$ cat config.mk
export PLATFORM = sky130hd
export DESIGN_NAME = serial_to_parallel_rx
export DESIGN_NICKNAME = d
export VERILOG_FILES = /design/src/rtl/serial_to_parallel_rx.sv
export SDC_FILE = /design/constraint.sdc
export NUM_CORES = 1
export LEC_CHECK = 0
export CAP_MARGIN = 20
export CORE_MARGIN = 5
export CORE_UTILIZATION = 25
export DETAILED_ROUTE_END_ITERATION = 6
export PLACE_DENSITY = 0.41
export REMOVE_ABC_BUFFERS = 1
export SYNTH_ARGS = -nofsm -noshare
export SYNTH_HDL_FRONTEND = slang
export SYNTH_SLANG_ARGS = --single-unit
$ cat constraint.sdc
create_clock -name clk_32f -period 2.3 [get_ports clk_32f]
set_input_delay 0.46 -clock clk_32f [delete_from_list [all_inputs] [get_ports clk_32f]]
set_output_delay 0.46 -clock clk_32f [all_outputs]
set_load 0.05 [all_outputs]
$ cat src/rtl/serial_to_parallel_rx.sv
// Serial receiver: hunts for IDLE_SYM bit alignment, locks after SYNC_COUNT
// consecutive aligned idles, then re-assembles bytes with a valid strobe.
module serial_to_parallel_rx #(
  parameter logic [7:0] IDLE_SYM   = 8'hBC,
  parameter int         SYNC_COUNT = 4
) (
  input  logic       clk_32f,
  input  logic       reset,
  input  logic       data_in,
  output logic [7:0] data_out,
  output logic       valid_out,
  output logic       active,
  output logic       IDL
);

  typedef enum logic [1:0] {SEARCH, COUNT, LOCKED} state_t;

  localparam logic [3:0] SYNC_N = 4'(SYNC_COUNT);

  state_t     state;
  logic [7:0] sr;
  logic [2:0] bit_cnt;
  logic [3:0] bc_cnt;
  logic       idle_hit;
  logic       boundary;

  assign idle_hit = (sr == IDLE_SYM);
  assign boundary = (bit_cnt == 3'd0);

  always_ff @(posedge clk_32f) begin
    if (reset) begin
      state     <= SEARCH;
      sr        <= 8'h00;
      bit_cnt   <= 3'd0;
      bc_cnt    <= 4'd0;
      data_out  <= 8'h00;
      valid_out <= 1'b0;
      active    <= 1'b0;
      IDL       <= 1'b0;
    end else begin
      sr        <= {sr[6:0], data_in};
      valid_out <= 1'b0;
      case (state)
        // Alignment is checked on every bit until an idle shows up.
        SEARCH: begin
          if (idle_hit) begin
            bit_cnt <= 3'd1;
            bc_cnt  <= 4'd1;
            if (SYNC_N == 4'd1) begin
              state  <= LOCKED;
              active <= 1'b1;
            end else begin
              state <= COUNT;
            end
          end
        end
        COUNT: begin
          bit_cnt <= bit_cnt + 3'd1;
          if (boundary) begin
            if (idle_hit) begin
              bc_cnt <= bc_cnt + 4'd1;
              if (bc_cnt + 4'd1 == SYNC_N) begin
                state  <= LOCKED;
                active <= 1'b1;
              end
            end else begin
              state  <= SEARCH;
              bc_cnt <= 4'd0;
            end
          end
        end
        // No loss-of-lock detection: only reset leaves this state.
        LOCKED: begin
          bit_cnt <= bit_cnt + 3'd1;
          if (boundary) begin
            if (idle_hit) begin
              IDL <= 1'b1;
            end else begin
              IDL       <= 1'b0;
              data_out  <= sr;
              valid_out <= 1'b1;
            end
          end
        end
        default: state <= SEARCH;
      endcase
    end
  end

endmodule

==> summary by stage <==
Outcome
The flow ran to the end, and the final reports show no timing, DRC or antenna violations.

Logic synthesis
The flip-flop and latch count after synthesis is 28. Counting every instance in the synthesized netlist gives 138. The biggest area contributor in the post-synthesis netlist is sky130_fd_sc_hd__dfxtp_1.

The main flop type after synthesis is sky130_fd_sc_hd__dfxtp_1. Synthesis instantiated 34 different standard cells from the library. The number of flops mapped to enable cells by yosys is 0. Ranked by instance count, the synthesized netlist is headed by sky130_fd_sc_hd__dfxtp_1, sky130_fd_sc_hd__nor2_1, sky130_fd_sc_hd__a21oi_1, sky130_fd_sc_hd__mux2i_1, sky130_fd_sc_hd__nor2b_1. During synthesis, Yosys emitted a total of 0 warnings.

By area the synthesized netlist is led by sky130_fd_sc_hd__dfxtp_1, sky130_fd_sc_hd__mux2i_1, sky130_fd_sc_hd__ha_1. The portion of synthesized cell area occupied by the leading cell type is 0.426. Of the synthesized area, sequential elements account for 0.426. The cell with the most instances after synthesis is sky130_fd_sc_hd__dfxtp_1. The mean area per synthesized cell is 9.54 um^2. The cell area that synthesis handed to floorplanning was 0.00132 mm^2.

Of all flip-flops after synthesis, the portion carrying an async set or reset was 0.

Drt
The average detailed-routed wire length per instance is 12.5 um. Wires add up to 2790 um. The detailed router finished its first iteration with 45 violations. The count of antenna-violating nets left after detailed routing is 0. After detailed routing, the number of remaining DRC violations is 0. The average via count per standard cell is 4.58. The via count is 1022. The first detailed-routing pass ran for 4 iterations.

Placed design
Input and output buffers added on the ports amount to 13. Summed over all nets, the half-perimeter wirelength after detailed placement is 2080 um. The global placement routability congestion is 0.720.

The post-placement cell count is 219.

Timing
The final number of hold-violating endpoints was 0. The clock arrives with 0.00390 ns of skew. At the pin with the least slew margin, the transition time is 0.642 ns.

The setup-violating endpoint count in the final report is 0. The maximum clock frequency is 524 MHz. The final critical-path required period is 1.91 ns. The worst hold margin is 0.480 ns.

The headroom to the max-slew limit is 0.571. After routing, the total negative slack on setup checks comes to 0 ns. The max-slew violation total from the final report is 0. The period utilization is 0.829. Setup repair after global routing left no endpoint under its margin.

Finish
The area growth from synthesis to layout is 21.4%. The antenna diode count is 0. Of the cells placed in the final design, the portion with a size suffix greater than 1 is 0.0784. The final standard cell utilization of the core is 0.313. After the flow finishes, the layout carries non-filler instances totaling 223.

The final layout contains 164 nets.

Worst setup path
The type of the setup path with the least slack is flip-flop to primary output. The category of the worst setup path capture point is a primary output. The top cell family by delay on the critical path is buffers and inverters.

The delay contributed by the slowest stage of the critical path is 0.81 ns. The critical path starts at data_out[6]$_SDFFE_PP0P_. The count of buffer and inverter cells on the critical path is 1. At the worst endpoint, the arrival time is 1.45 ns. In this run the worst path has a maximum fanout of 2. STA classifies the critical path startpoint as a flip-flop. On the critical path, the stage with the largest delay is an instance of sky130_fd_sc_hd__clkdlybuf4s50_1. The worst register-to-register path begins at sr[6]$_SDFF_PP0_. For the worst setup path, the data required time is 1.84 ns. The signal on the critical path passes through clkdlybuf4s50_1.

Floorplanning
The floorplan step defined a die boundary enclosing 0.00682 mm^2. The floorplan has 26 rows. The floorplan step set the die width to 82.6 um. The core region is 0.00511 mm^2. Measured along the y axis, the die boundary spans 82.6 um. In this run the count of I/O pins placed on the die edge is 14. For this configuration, the core starts out at a cell density of 0.258.

Power
The leakage power summed over all cells is 0.618 nW. Power spread over the standard cell area amounts to 623 mW/mm^2. The peak ir drop on the vdd network is 0.253 mV. The total power of the final layout is 0.995 mW.

Clock network
TritonCTS built the clock tree. In this run the number of H-tree levels came out at 1. After clock tree synthesis, the repair step resized 0 gates. In this run the clock root is driven by a sky130_fd_sc_hd__clkbuf_8. After clock tree synthesis, the clock-pin slew on the worst setup and hold paths is 0.10 ns. The number of hold-repair buffers added at the cts stage is 0. The clock reaches the later pin of the worst-skew pair after 0.27 ns. Clock tree synthesis found a total of 28 sinks. The number of buffers on the longest clock path is 2. Once the clock tree was built, the setup fixing pass inserted 0 buffers. Counting the buffers created by CTS gives 3.

Global route
The first-pass GRT wire length is 4910 um. The number of global-route vias before repair is 1024. The total global routing track utilization is 0.0934.

The number of antenna violations at the first check in global routing is 0. The overflow left after global routing is 0. Entering global routing, the biggest net connects 17 pins.

Worst hold path
In this run the most critical hold path is launched from IDL$_SDFFE_PP0P_. The class of the worst hold path is flip-flop to flip-flop.

Flow run
The max-capacitance violation count is 0.
cell usage in the layout, fill, tap and decap left out, drive strengths merged:
cell type	netlist	layout
a21boi	2	2
a21oi	12	12
a2bb2oi	1	1
a311oi	1	1
a31oi	2	2
and3	2	2
and3b	1	1
and4	1	1
buf	2	4
bufinv	0	1
clkbuf	4	3
clkdlybuf4s50	0	13
dfxtp	28	28
ha	7	7
inv	5	5
mux2i	12	12
nand2	4	4
nand2b	4	4
nand3	2	2
nand3b	4	4
nand4	1	1
nor2	15	15
nor2b	10	10
nor3	3	3
nor4	3	3
nor4b	1	1
o211ai	2	2
o21ai	4	4
o31ai	3	3
or4b	1	1
or4bb	1	1
cells by family (layout without fill, tap and decap cells):
group | after synthesis | in the layout | share of synthesized area
adder cells (fa/ha/maj) | 7 | 7 | 0.0665
AND/OR/NAND/NOR | 53 | 53 | 0.243
flip-flops | 28 | 28 | 0.426
multiplexers | 12 | 12 | 0.0913
AO/OA/AOI/OAI | 27 | 27 | 0.130
buffers and inverters | 11 | 26 | 0.0428
sequential cells by signal, indices dropped and copies added, names as in the netlist:
name / count
data_out: 8
valid_out: 1
active: 1
bit_cnt: 3
IDL: 1
state: 2
sr: 8
bc_cnt: 4
worst paths after layout:
kind / endpoint / slack (ns) / cells past startpoint
max: data_out[6] / 0.39 / 1
min: IDL$_SDFFE_PP0P_ / 0.48 / 2
max reg2reg: data_out[2]$_SDFFE_PP0P_ / 0.42 / 5
min reg2reg: IDL$_SDFFE_PP0P_ / 0.48 / 2
cell type report:
type | instances | area, um^2
clock buffers | 3 | 41.3
clock inverters | 1 | 30.0
fillers | 561 | 3510
inverters | 5 | 18.8
multi-input cells | 99 | 699
flip-flops and latches | 28 | 561
well taps | 70 | 87.6
repair buffers | 17 | 160
power breakdown:
| group | internal [mW] | switching (mW) | total, mW |
|---|---|---|---|
| Clock | 0.233 | 0.159 | 0.392 |
| Sequential | 0.493 | 0.00851 | 0.501 |
| Combinational | 0.0395 | 0.0614 | 0.101 |
per-stage QoR:
step                      setup WS, ns  cell area [um^2]
final                            0.393              1600
after global routing             0.290              1600
after CTS                        0.376              1600
after detailed placement         0.408              1530
after global placement           0.452              1530
after floorplan                  0.425              1280
routing by layer:
layer	vias up	part of all wire	wire, um	track usage
met1	491	0.50	1380	0.125
met4	0	0.0050	14	0.0294
met2	10	0.47	1310	0.149
met5	-	0	0	0
met3	2	0.027	74	0.0195
li1	519	-	-	-
Power figures use the tool's default switching activity.
